**src/rtl/cnn_pkg.sv**
```systemverilog
// Shared constants, FSM state type and 3x3 neighbourhood indexing for the CNN iteration sequencer.
package cnn_pkg;

   localparam int DEF_WIDTH  = 9;
   localparam int DEF_ACC_W  = 18;
   localparam int DEF_GRID_N = 16;
   localparam int DEF_ITER_W = 8;
   localparam int DEF_FRAC   = 6;
   localparam int ONE        = 1 << DEF_FRAC;

   typedef enum logic [2:0] {
      ST_IDLE,
      ST_SETUP,
      ST_LOAD,
      ST_CAPT,
      ST_WRITE,
      ST_FIN
   } state_e;

   // Neighbourhood slots, row-major from top-left.
   localparam logic [3:0] NB_TL = 4'd0;
   localparam logic [3:0] NB_T  = 4'd1;
   localparam logic [3:0] NB_TR = 4'd2;
   localparam logic [3:0] NB_L  = 4'd3;
   localparam logic [3:0] NB_C  = 4'd4;
   localparam logic [3:0] NB_R  = 4'd5;
   localparam logic [3:0] NB_BL = 4'd6;
   localparam logic [3:0] NB_B  = 4'd7;
   localparam logic [3:0] NB_BR = 4'd8;

   function automatic int nb_row_off(input logic [3:0] k);
      case (k)
         NB_TL, NB_T, NB_TR: return -1;
         NB_L, NB_C, NB_R:   return 0;
         default:            return 1;
      endcase
   endfunction

   function automatic int nb_col_off(input logic [3:0] k);
      case (k)
         NB_TL, NB_L, NB_BL: return -1;
         NB_T, NB_C, NB_B:   return 0;
         default:            return 1;
      endcase
   endfunction

endpackage

```
**src/rtl/cnn_sat.sv**
```systemverilog
// Piecewise-linear output saturation: clamps a signed state value to [-ONE_V, +ONE_V].
module cnn_sat
   import cnn_pkg::*;
#(
   parameter int ACC_W = DEF_ACC_W,
   parameter int ONE_V = ONE
) (
   input  logic signed [ACC_W-1:0] din,
   output logic signed [ACC_W-1:0] dout
);

   localparam logic signed [ACC_W-1:0] POS_RAIL = ACC_W'(ONE_V);
   localparam logic signed [ACC_W-1:0] NEG_RAIL = -POS_RAIL;

   always_comb begin
      if (din > POS_RAIL)      dout = POS_RAIL;
      else if (din < NEG_RAIL) dout = NEG_RAIL;
      else                     dout = din;
   end

endmodule

```
**src/rtl/cnn_iter_ctrl.sv**
```systemverilog
// Iteration sequencer for the CNN cell-update datapath over a ping-pong state memory.
// Optional CNN_CONVERGE_EN adds a 'converged' output and early termination on a no-change iteration.
module cnn_iter_ctrl
   import cnn_pkg::*;
#(
   parameter  int WIDTH  = DEF_WIDTH,
   parameter  int ACC_W  = DEF_ACC_W,
   parameter  int GRID_N = DEF_GRID_N,
   parameter  int ITER_W = DEF_ITER_W,
   parameter  int FRAC   = DEF_FRAC,
   localparam int ADDR_W = $clog2(GRID_N * GRID_N)
) (
   input  logic                 clk,
   input  logic                 rst_n,
   input  logic                 start,
   input  logic [ITER_W-1:0]    iter_cnt,
   output logic                 busy,
   output logic                 done,
   output logic                 rd_en,
   output logic [ADDR_W-1:0]    rd_addr,
   output logic                 rd_bank,
   input  logic [ACC_W-1:0]     rd_y,
   input  logic [WIDTH-1:0]     rd_u,
   output logic [9*ACC_W-1:0]   nb_y,
   output logic [9*WIDTH-1:0]   nb_u,
   input  logic [ACC_W-1:0]     dp_out,
   output logic                 wr_en,
   output logic [ADDR_W-1:0]    wr_addr,
   output logic [ACC_W-1:0]     wr_data
`ifdef CNN_CONVERGE_EN
   ,
   output logic                 converged
`endif
);

   localparam int RC_W = (GRID_N > 1) ? $clog2(GRID_N) : 1;
   localparam logic [RC_W-1:0] LAST_RC = RC_W'(GRID_N - 1);

   state_e              state_q, state_d;
   logic [3:0]          k_q, k_d;
   logic [RC_W-1:0]     row_q, row_d, col_q, col_d;
   logic [ITER_W-1:0]   iter_q, iter_d;
   logic                bank_q, bank_d;
   logic [ACC_W-1:0]    nb_y_q [9];
   logic [ACC_W-1:0]    nb_y_d [9];
   logic [WIDTH-1:0]    nb_u_q [9];
   logic [WIDTH-1:0]    nb_u_d [9];
   logic                cap_en, cap_in;
   logic [3:0]          cap_k;
   logic signed [ACC_W-1:0] sat_out;
`ifdef CNN_CONVERGE_EN
   logic                changed_q, changed_d, conv_q, conv_d, changed_now;
`endif

   function automatic logic nb_inside(input logic [RC_W-1:0] row, input logic [RC_W-1:0] col,
                                      input logic [3:0] k);
      int r, c;
      r = int'(row) + nb_row_off(k);
      c = int'(col) + nb_col_off(k);
      return (r >= 0) && (r < GRID_N) && (c >= 0) && (c < GRID_N);
   endfunction

   function automatic logic [ADDR_W-1:0] nb_addr(input logic [RC_W-1:0] row, input logic [RC_W-1:0] col,
                                                 input logic [3:0] k);
      int r, c;
      r = int'(row) + nb_row_off(k);
      c = int'(col) + nb_col_off(k);
      return ADDR_W'(r * GRID_N + c);
   endfunction

   cnn_sat #(.ACC_W(ACC_W), .ONE_V(1 << FRAC)) u_sat (
      .din  (dp_out),
      .dout (sat_out)
   );

`ifdef CNN_CONVERGE_EN
   assign changed_now = changed_q | (sat_out != nb_y_q[NB_C]);
`endif

   // NOTE: every variable is given a default before the case, so no path leaves one unassigned and no latch is inferred.
   always_comb begin
      state_d = state_q;
      k_d     = k_q;
      row_d   = row_q;
      col_d   = col_q;
      iter_d  = iter_q;
      bank_d  = bank_q;
      nb_y_d  = nb_y_q;
      nb_u_d  = nb_u_q;
      cap_en  = 1'b0;
      cap_k   = NB_TL;
`ifdef CNN_CONVERGE_EN
      changed_d = changed_q;
      conv_d    = conv_q;
`endif
      case (state_q)
         ST_IDLE: begin
            if (start) begin
               state_d = ST_SETUP;
               iter_d  = iter_cnt;
               row_d   = '0;
               col_d   = '0;
               k_d     = NB_TL;
`ifdef CNN_CONVERGE_EN
               changed_d = 1'b0;
               conv_d    = 1'b0;
`endif
            end
         end
         ST_SETUP: state_d = (iter_q == '0) ? ST_FIN : ST_LOAD;
         ST_LOAD: begin
            // Read data arrives one cycle after issue, so each cycle captures the previous slot.
            if (k_q != NB_TL) begin
               cap_en = 1'b1;
               cap_k  = k_q - 4'd1;
            end
            if (k_q == NB_BR) state_d = ST_CAPT;
            else              k_d     = k_q + 4'd1;
         end
         ST_CAPT: begin
            cap_en  = 1'b1;
            cap_k   = NB_BR;
            state_d = ST_WRITE;
         end
         ST_WRITE: begin
            state_d = ST_LOAD;
            k_d     = NB_TL;
`ifdef CNN_CONVERGE_EN
            changed_d = changed_now;
`endif
            if (col_q == LAST_RC) begin
               col_d = '0;
               if (row_q == LAST_RC) begin
                  row_d  = '0;
                  bank_d = ~bank_q;
                  iter_d = iter_q - ITER_W'(1);
                  if (iter_q == ITER_W'(1)) state_d = ST_FIN;
`ifdef CNN_CONVERGE_EN
                  changed_d = 1'b0;
                  if (!changed_now) begin
                     state_d = ST_FIN;
                     conv_d  = 1'b1;
                  end
`endif
               end else begin
                  row_d = row_q + RC_W'(1);
               end
            end else begin
               col_d = col_q + RC_W'(1);
            end
         end
         ST_FIN:  state_d = ST_IDLE;
         default: state_d = ST_IDLE;
      endcase

      cap_in = nb_inside(row_q, col_q, cap_k);
      if (cap_en) begin
         nb_y_d[cap_k] = cap_in ? rd_y : '0;
         nb_u_d[cap_k] = cap_in ? rd_u : '0;
      end
   end

   // NOTE: non-blocking assignments make every flop sample pre-edge values, independent of statement order.
   always_ff @(posedge clk or negedge rst_n) begin
      if (!rst_n) begin
         state_q <= ST_IDLE;
         k_q     <= '0;
         row_q   <= '0;
         col_q   <= '0;
         iter_q  <= '0;
         bank_q  <= 1'b0;
         // NOTE: the neighbourhood array is a handful of output-visible registers, not a RAM, so it is reset.
         for (int i = 0; i < 9; i++) begin
            nb_y_q[i] <= '0;
            nb_u_q[i] <= '0;
         end
`ifdef CNN_CONVERGE_EN
         changed_q <= 1'b0;
         conv_q    <= 1'b0;
`endif
      end else begin
         state_q <= state_d;
         k_q     <= k_d;
         row_q   <= row_d;
         col_q   <= col_d;
         iter_q  <= iter_d;
         bank_q  <= bank_d;
         nb_y_q  <= nb_y_d;
         nb_u_q  <= nb_u_d;
`ifdef CNN_CONVERGE_EN
         changed_q <= changed_d;
         conv_q    <= conv_d;
`endif
      end
   end

   always_comb begin
      busy    = (state_q == ST_SETUP) || (state_q == ST_LOAD) ||
                (state_q == ST_CAPT)  || (state_q == ST_WRITE);
      done    = (state_q == ST_FIN);
      rd_bank = bank_q;
      rd_en   = (state_q == ST_LOAD) && nb_inside(row_q, col_q, k_q);
      rd_addr = rd_en ? nb_addr(row_q, col_q, k_q) : '0;
      wr_en   = (state_q == ST_WRITE);
      wr_addr = wr_en ? nb_addr(row_q, col_q, NB_C) : '0;
      wr_data = wr_en ? sat_out : '0;
      for (int k = 0; k < 9; k++) begin
         nb_y[k*ACC_W +: ACC_W] = nb_y_q[k];
         nb_u[k*WIDTH +: WIDTH] = nb_u_q[k];
      end
   end

`ifdef CNN_CONVERGE_EN
   assign converged = conv_q;
`endif

endmodule

```
**config.mk**
```make
export PLATFORM = sky130hd
export DESIGN_NAME = cnn_iter_ctrl
export DESIGN_NICKNAME = d
export VERILOG_FILES = /design/src/rtl/cnn_pkg.sv /design/src/rtl/cnn_sat.sv /design/src/rtl/cnn_iter_ctrl.sv
export SDC_FILE = /design/constraint.sdc
export NUM_CORES = 1
export LEC_CHECK = 0
export ABC_AREA = 0
export CORE_MARGIN = 3
export CORE_UTILIZATION = 49
export CTS_CLUSTER_DIAMETER = 100
export CTS_CLUSTER_SIZE = 8
export DETAILED_ROUTE_END_ITERATION = 10
export MAX_ROUTING_LAYER = met4
export PLACE_DENSITY = 0.81
export SKIP_CTS_REPAIR_TIMING = 1
export SYNTH_ARGS = -nofsm -noshare
export SYNTH_HDL_FRONTEND = slang
export SYNTH_SLANG_ARGS = --single-unit
```
**constraint.sdc**
```tcl
create_clock -name clk -period 6.45 [get_ports clk]
set_clock_uncertainty 0.1 [all_clocks]
set_input_delay 1.29 -clock clk [delete_from_list [all_inputs] [get_ports clk]]
set_output_delay 1.29 -clock clk [all_outputs]
set_load 0.02 [all_outputs]
```
==> metrics.md <==
| Metric | Value |
|---|---|
| Final min period | `6220 ps` |
| Avg WL per Cell | `21.8 um` |
| Fmax | `161 MHz` |
| Mapped Area | `12700 um^2` |
| Layout cells sized above 1 | `7.00%` |
| Hold Vio Cnt, Final | `0` |
| Critical path class | `reg -> out` |
| Seq/Total Area, Yosys | `52.6%` |
| Main combinational cell family by area after synthesis | `compound AO/OA/AOI/OAI gates` |
| Area contributors post-synth | `dfrtp_1 (53%), a22o_1 (11%), ha_1 (6.6%)` |
| Endpoint of the worst-slack reg-to-reg timing path | `nb_u[2]` |
| Syn avg cell area | `10.7 um^2` |
| Post-route cell area | `17300 um^2` |
| Post-synth EDFFs | `0` |
| Met2 usage | `44.5%` |
| CP endpoint kind | `output port` |
| GRT busiest layer | `met2` |
| Starting Density | `50.2%` |
| Sink Count | `267` |
| #FFs+latches synth | `267` |
| P per Cell Area | `229 nW/um^2` |
| DRC errors left | `0` |
| Area grow syn2layout | `36.3%` |
| Root buffer cell | `clkbuf_16` |
| Simple-Gate Fraction of Synth Area | `12.8%` |
| Area leader, netlist | `dfrtp_1` |
| Worst-Skew Late Latency | `520 ps` |
| Vias in the first global route | `10700` |
| Port Buf Inserts | `337` |
| CP Max Fanout | `13` |
| Die Width | `167 um` |
| Clk slew on worst S/H paths | `50 ps` |
| Cell with the most instances after synthesis | `dfrtp_1` |
| Max Slew Vio Count | `0` |
| WHS Endpoint | `nb_y[144]` |
| Total wire length | `39900 um` |
| Synth Flop Type | `dfrtp_1` |
| Leak | `7.83 nW` |
| Max VDD drop | `0.163 mV` |
| Syn Nets | `1314` |
| TritonRoute pass-1 iters | `5` |
| Critical path's slowest cell | `or4b_2` |
| H-tree Lvls | `2` |
| Hold path depth | `2` |
| Initial antenna violation count | `1` |
| Mux contribution to synthesized area | `0%` |
| Most used cell, CP | `ha_1` |
| FF-to-FF path depth | `21` |
| Post-route antenna net violation count | `0` |
| Slew at the pin closest to its max-slew limit | `1170 ps` |
| Most instantiated cells after synthesis | `dfrtp_1 (267), nand2_1 (166), a22o_1 (163), o21ai_0 (113), clkbuf_1 (69)` |
| GR Overflow Total | `0` |
| Global-route track usage on met3 | `4.27%` |
| Worst r2r src | `k_q[1]` |
| Dpl cell area | `16200 um^2` |
| Iteration-0 DRC Markers | `1054` |
| CTS tree | `built` |
| Worst-case clock buffer depth | `3` |
| Post-synthesis compound-gate area fraction | `21.3%` |
| Die Y-Extent | `167 um` |
| Final Non-Filler Cells | `1830` |
| Nets | `1625` |
| Critical Path AT | `4830 ps` |
| Max incr delay on CP | `690 ps` |
| Max_cap viols | `0` |
| Part of the cycle the worst path needs | `96.5%` |
| Row count | `58` |
| Drt via density | `5.90` |
| Via count | `10800` |
| Placer congestion estimate | `0.895` |
| CP cell instances | `buf_4, ha_1, o21ai_0, o41ai_1, nand2_1, ha_1, inv_1, fa_1, inv_1, a21oi_1, o21bai_2, nand2_1, ha_1, or4b_2, nor4_2, o311ai_0, a211o_2, buf_4, nor2_1, dlymetal6s2s_1` |
| Post-placement cell count | `1784` |
| Gate Count Post-Synth | `1186` |
| Adder-Cell Fraction of Synth Area | `7.39%` |
| Hpwl dp | `28200 um` |
| Reg2reg setup slack | `810 ps` |
| Met1 usage | `37.9%` |
| Ports | `338` |
| Outcome | `completed` |
| Setup tns final | `0 ps` |
| Largest net degree at the start of global routing | `186` |
| Layout fillers | `1886` |
| Core ar. | `25300 um^2` |
| YS warnings | `0` |
| Total CTS buffers | `39` |
| Worst hold start | `nb_y[144]` |
| Xor-xnor portion of the synthesized cell area | `1.17%` |
| Post-layout util | `68.4%` |
| Setup violators final | `0` |
| Post-synth ARST share | `100%` |
| Hold Crit Class | `reg -> reg` |
| Max-slew headroom | `22.1%` |
| Gr usage total | `28.6%` |
| Post-synthesis cell type count | `65` |
| Startpoint class of the critical path | `flop` |
| Die footprint | `27900 um^2` |
| First-pass GRT wire length | `61800 um` |
| Area share of the largest cell type after synthesis | `52.6%` |
| Unrepaired setup endpoints after global routing | `yes` |
| WP data required | `5060 ps` |
[per-stage QoR]
stage / hold slack (ps) / power [mW] / setup slack, ps
floorplan: 361 / 1.95 / 576
global route: 400 / 4.10 / -47.3
detailed placement: 370 / 2.20 / 243
CTS: 381 / 4.00 / -314
global placement: 360 / 2.19 / 483
finish: 376 / 3.97 / 227
[flip-flops by register name, summed over array words and instances (netlist names)]
name / cells
col_q: 4
iter_q: 8
k_q: 4
nb_u: 81
nb_y: 162
rd_bank: 1
row_q: 4
state_q: 3
[cell families after synthesis]
logic type               Yosys count
AND/OR/NAND/NOR                  338
adder cells (fa/ha/maj)           72
AO/OA/AOI/OAI                    365
XOR/XNOR                          14
flip-flops                       267
buffers and inverters            130
[metal layers]
layer,part of all wire [%],up-vias
li1,-,4836
met1,42,5334
met2,47,524
met3,6.9,96
met4,3.9,0
met5,0,-
[cells in the final DEF, fill, tap and decap left out, types with 5 or more instances in the layout]
| cell | instances |
|---|---|
| nand4_1 | 5 |
| or4_1 | 8 |
| ha_1 | 66 |
| nand4b_1 | 5 |
| nand3_1 | 10 |
| buf_4 | 26 |
| or3_1 | 5 |
| dlymetal6s2s_1 | 5 |
| fa_1 | 5 |
| and3_1 | 6 |
| a22o_1 | 163 |
| xnor2_1 | 8 |
| o21ai_1 | 10 |
| nand2b_1 | 8 |
| and2_1 | 35 |
| a21oi_1 | 25 |
| nor2_1 | 45 |
| inv_1 | 36 |
| nor3_1 | 12 |
| dfrtp_1 | 266 |
| o21a_1 | 13 |
| clkbuf_16 | 39 |
| clkdlybuf4s50_1 | 327 |
| a21o_1 | 7 |
| nor2b_1 | 6 |
| nor4_1 | 6 |
| nand2_1 | 166 |
| o21ai_0 | 113 |
[worst max-delay path, delay by kind of cell (launching register included)]
family	cells	cell delay (ps)
AOI/OAI and AO/OA	6	1050
adders and majority gates	4	960
buffers and inverters	5	700
DFF	1	380
and+or+nand+nor	5	1210
[cell type report]
cell class | instances | area (um^2) | area share [%]
Antenna cell | 1 | 2.50 | 0.0144
Clock buffer | 39 | 976 | 5.63
Clock inverter | 4 | 77.6 | 0.448
Inverter | 36 | 135 | 0.780
Multi-Input combinational cell | 789 | 5450 | 31.5
Sequential cell | 267 | 6680 | 38.6
Tap cell | 330 | 413 | 2.38
Timing Repair Buffer | 364 | 3590 | 20.7
[report_power, final]
part | total, mW | switching (mW) | internal (mW)
logic | 0.393 | 0.217 | 0.175
clock network | 1.79 | 0.713 | 1.08
registers | 1.78 | 0.0396 | 1.74
total | 3.97 | 0.970 | 3.00
[worst max path at each step]
stage / startpoint / to / slack (ps) / cells after the start
floorplan: k_q[0] / rd_addr[2] / 580 / 18
global placement: k_q[1] / rd_addr[2] / 480 / 19
detailed placement: k_q[1] / rd_addr[3] / 240 / 18
CTS: k_q[1] / rd_addr[3] / -310 / 18
global route: k_q[0] / rd_addr[3] / -50 / 20
finish: k_q[0] / rd_addr[4] / 230 / 20
Note: power is estimated with default switching activity, not from simulation.
==> RTL edit 1: new RTL, same flow settings <==
The option `CNN_CONVERGE_EN` is turned on by a define.
--- a/src/rtl/cnn_iter_ctrl.sv
+++ b/src/rtl/cnn_iter_ctrl.sv
@@ -2,2 +2,4 @@
 // Optional CNN_CONVERGE_EN adds a 'converged' output and early termination on a no-change iteration.
+`define CNN_CONVERGE_EN
+
 module cnn_iter_ctrl
Behaviour (old outputs only; new: converged): no difference found for any inputs over 4 cycles, from zero or initial values and one cycle with rst_n low; that may be too few to reach the edited logic, so the function may still have changed.
==> RTL edit 1 against the original RTL <==
Synthesized area rose by 4.7%; worst setup slack improved by 0.13 ns; sequential share of layout area decreased by 1.2 points; utilization down 0.069 points; sequential cell count is 2 higher; cell area rose by 4.0%; critical path depth fell by 1; hold slack lost 0.0058 ns; wire length increased by 10%; first-iteration DRC count increased by 4.0%; non-clock buffer count fell by 11; synthesized cell count up 18%.
Power is not compared: it rests on default switching activity, and its combinational part moved more than twofold at a synthesized area within 25%.
==> RTL edit 1: results (changes against the original RTL) <==
stage,metric,value,unit,change
power,cellLeakagePower,0.007843,µW,
route,vias,12000,,was 10790
route,ant_nets,0,,unchanged
placed_design,dp_hpwl,31310,µm,was 28230 µm
cells_and_area,fillCellCount,1999,,was 1886
synthesis,ys_types,65,,unchanged
synthesis,synth_seq_area_share,0.5059,,was 0.5258
clocking,cts_root_buf,clkbuf_16,,unchanged
status,outcome,completed,,unchanged
clocking,cts_max_level,2,,unchanged
synthesis,synth_common_cells,"nand2_1 (336), dfrtp_1 (269), o31ai_1 (245)",,"was dfrtp_1 (267), nand2_1 (166), a22o_1 (163)"
synthesis,ys_async_sr_fraction,1.000,,unchanged
global_routing,grt_pass1_vias,11470,,was 10700
clocking,cts_buffers,39,,unchanged
global_routing,grt_max_degree,155,,was 186
synthesis,yosys_warnings,0,,unchanged
power,vdd_drop_max,0.3398,mV,
worst_hold_path,hold_class,reg -> reg,,unchanged
route,wl_per_cell,21.61,µm,was 21.81 µm
critical_path,worst_ep_arrival_time,4.70,ns,was 4.83 ns
route,drt-initial-drc-count,1096,,was 1054
global_routing,grt_use_total,0.3058,,was 0.2855
route,first_pass_iters,5,,unchanged
placed_design,place_area,16940,µm²,was 16240 µm²
synthesis,syn_nets,1527,,was 1314
global_routing,grt_pass1_wl,67210,µm,was 61770 µm
critical_path,worst-path-max-fanout,16,,was 13
sta,slew_headroom,0.2133,,was 0.2210
global_routing,grt_antenna_before_repair,2,,was 1
cells_and_area,largest_reg_flops,162,,unchanged
cells_and_area,drive_above_1_share,0.04706,,was 0.07005
clocking,insertion_delay,0.52,ns,about the same
placed_design,place_ws,0.3725,ns,was 0.2431 ns
synthesis,synthTopCellsByArea,"dfrtp_1 (51%), o31ai_1 (14%), nand2_1 (9.5%)",,"was dfrtp_1 (53%), a22o_1 (11%), ha_1 (6.6%)"
clocking,clk_path_buf_depth,3,,unchanged
placed_design,gp_congestion,0.8971,,was 0.8953
clocking,clk_pin_slew,0.06,ns,
placed_design,port_buffers,338,,was 337
cells_and_area,fin_nets,1828,,was 1625
-- RTL edit 1: cell count changes after synthesis, sizes merged, moves of 19 or more --
cell and change:
nor2 +36, nand2 +170, o31ai +242, a22o -161, buf -20, clkbuf +19
o21ai -83, and2 -21
-- RTL edit 1: cell type report --
class / count / area [µm²] / area share
sequential: 269 / 6731 / 0.3738
multi-input combinational: 995 / 6128 / 0.3403
timing repair buffer: 353 / 3561 / 0.1977
clock buffer: 39 / 975.9 / 0.05419
tap: 335 / 419.2 / 0.02328
inverter: 41 / 153.9 / 0.008546
clock inverter: 3 / 33.78 / 0.001876
antenna: 2 / 5.005 / 0.0002779
-- RTL edit 1: cell families (layout without fill, tap and decap cells) --
logic type                 Yosys count  after routing  share of synthesized area
and+or+nand+nor                    533            533                     0.1726
AOI/OAI and AO/OA                  370            370                     0.1977
DFF                                269            269                     0.5059
buffers and inverters              134            436                    0.03959
adders and majority gates           73             73                    0.07147
xor gates and xnor gates            16             16                    0.01053
muxes                                3              3                   0.002257
other                                0              2                          0
-- RTL edit 1: through the flow --
step           utilization  cells  setup TNS, ns
2_1_floorplan            -   1398              0
3_3_place_gp        0.6428   1991              0
6_report            0.6833   2037              0
4_1_cts             0.6811   2033        -0.8022
3_5_place_dp        0.6428   1991              0
5_1_grt             0.6833   2037              0
-- RTL edit 1: worst paths after layout --
path / start / end / slack, ns / depth (start not counted)
setup / recovery: k_q[0] / rd_addr[2] / 0.36 / 19
hold / removal: nb_u[65] / nb_u[65] / 0.37 / 2
setup reg to reg: k_q[0] / nb_y[120] / 0.51 / 22
hold reg to reg: nb_u[65] / nb_u[65] / 0.37 / 2
max in group asynchronous: rst_n / nb_y[34] / 4.14 / 2
min in group asynchronous: rst_n / nb_y[8] / 0.70 / 1
-- RTL edit 1: critical path, cell delays in order, from the launching register on --
cell and delay [ns]:
dfrtp_1 0.35, buf_4 0.23, ha_1 0.27, nor2_1 0.14, nor3_1 0.19, a21oi_1 0.07
or2_2 0.29, ha_1 0.22, fa_1 0.41, a21oi_1 0.17, nor2_1 0.08, o21ai_0 0.17
ha_1 0.15, inv_1 0.05, or4_1 0.49, nor4_1 0.18, nand3_1 0.19, buf_4 0.19
nor2_1 0.10, dlymetal6s2s_1 0.24
-- RTL edit 1: layer usage --
metal  GRT usage  wire length (µm)  vias up
met5           -                 0        -
met4      0.1213              1900        0
met3     0.06978              3843      110
met2      0.4600             19980      521
met1      0.4046             18300     5801
li1            -                 -     5569
-- RTL edit 1: report_power, final --
group	internal [µW]	total (µW)	switching, µW
registers	2220	2650	429
clock network	1070	1770	702
logic	1860	4730	2870
total	5150	9150	4000
==> RTL edit 2: new RTL, config.mk and constraints unchanged <==
Without the edit above. Register the output `wr_addr`; this adds one clock of latency there. The other outputs are not delayed to match.
--- a/src/rtl/cnn_iter_ctrl.sv
+++ b/src/rtl/cnn_iter_ctrl.sv
@@ -38,2 +38,4 @@
 
+   logic [ADDR_W-1:0] wr_addr_d;
+
    state_e              state_q, state_d;
@@ -204,3 +206,3 @@
       wr_en   = (state_q == ST_WRITE);
-      wr_addr = wr_en ? nb_addr(row_q, col_q, NB_C) : '0;
+      wr_addr_d = wr_en ? nb_addr(row_q, col_q, NB_C) : '0;
       wr_data = wr_en ? sat_out : '0;
@@ -216,2 +218,6 @@
 
+   always_ff @(posedge clk) begin
+      wr_addr <= wr_addr_d;
+   end
+
 endmodule
Check against the original RTL: no difference found for any inputs over 4 cycles, from zero or initial values and one cycle with rst_n low; that may be too few to reach the edited logic, so the function may still have changed.
==> RTL edit 2 against the original RTL <==
Via count up 2.4%; critical endpoint unchanged; synthesized area down 0.73%; sequential cell count up 8; cell area up 0.48%; die area down 0.71%; critical path type unchanged; highest routed layer unchanged; worst setup slack better by 0.18 ns; largest cell class unchanged; hold slack about the same; global-route usage up 1.3 points; wire length up 3.3%; power up 2.4%.
==> RTL edit 2: results (changes against the original RTL) <==
stage,metric,value,unit,change
cells_and_area,fillCellCount,1873,,was 1886
worst_hold_path,min_from,nb_y[29],,was nb_y[144]
critical_path,rr_worst_depth,17,,was 21
sta,hold-worst-slack,0.3764,ns,was 0.3761 ns
route,vias_per_cell,5.702,,was 5.896
cells_and_area,drive_above_1_share,0.06289,,was 0.07005
global_routing,grt_use_total,0.2987,,was 0.2855
sta,layout_setup_ws,0.4027,ns,was 0.2269 ns
cells_and_area,multi_input_area,5389,µm²,was 5451 µm²
placed_design,dp_hpwl,29280,µm,was 28230 µm
clocking,cts_buffers,40,,was 39
route,wl_met3,2964,µm,was 2767 µm
status,outcome,completed,,unchanged
global_routing,grt_pass1_vias,11010,,was 10700
global_routing,met3_usage,0.05531,,was 0.04272
critical_path,worst_ep_arrival_time,4.66,ns,was 4.83 ns
critical_path,r2r-end,nb_y[114],,was nb_u[2]
critical_path,r2r-start,k_q[0],,was k_q[1]
power,vdd_drop_max,0.1640,mV,was 0.1631 mV
critical_path,r2r_slack,0.71,ns,was 0.81 ns
synthesis,synth_common_cells,"nand2_1 (276), dfrtp_1 (267), o21ai_1 (155)",,"was dfrtp_1 (267), nand2_1 (166), a22o_1 (163)"
global_routing,grt_use_met1,0.3743,,was 0.3793
synthesis,syn_nets,1397,,was 1314
synthesis,synth_seq_area_share,0.5424,,was 0.5258
route,dr_wl_met2,20140,µm,was 18880 µm
placed_design,place_area,16250,µm²,was 16240 µm²
power,cellLeakagePower,0.007982,µW,was 0.007833 µW
global_routing,grt.met2_usage,0.4924,,was 0.4449
critical_path,worst-path-max-fanout,9,,was 13
synthesis,ys_async_sr_fraction,0.9709,,was 1.000
critical_path,slowest_stage,dfrtp_2,,was or4b_2
global_routing,grt_max_degree,126,,was 186
route,m1WireLength,16580,µm,was 16700 µm
synthesis,ys_types,64,,was 65
route,drt-total-wl,41240,µm,was 39910 µm
RTL edit 2: cell type report:
class / instances / area share
flip-flops and latches: 275 / 0.3932
multi-input cells: 895 / 0.3096
repair buffers: 354 / 0.2034
clock buffers: 44 / 0.05837
well taps: 330 / 0.02372
inverters: 34 / 0.007332
clock inverters: 4 / 0.004241
diodes: 1 / 0.0001438
RTL edit 2: power groups by stage:
stage               logic (µW)  clock network [µW]  registers [µW]
floorplan                 66.9                   0            1910
global placement           371                   0            1840
detailed placement         379                   0            1850
CTS                        382                1880            1820
global route               404                1950            1830
finish                     378                1860            1820
RTL edit 2: cell families (layout without fill, tap and decap cells):
logic type / after synthesis / in the layout / synth area share
AND/OR/NAND/NOR: 458 / 459 / 0.1800
AO/OA/AOI/OAI: 350 / 350 / 0.1576
flip-flops: 275 / 275 / 0.5424
buffers and inverters: 100 / 436 / 0.03512
adder cells (fa/ha/maj): 72 / 72 / 0.07440
XOR/XNOR: 13 / 13 / 0.009623
multiplexers: 1 / 1 / 0.0007936
other: 0 / 1 / 0
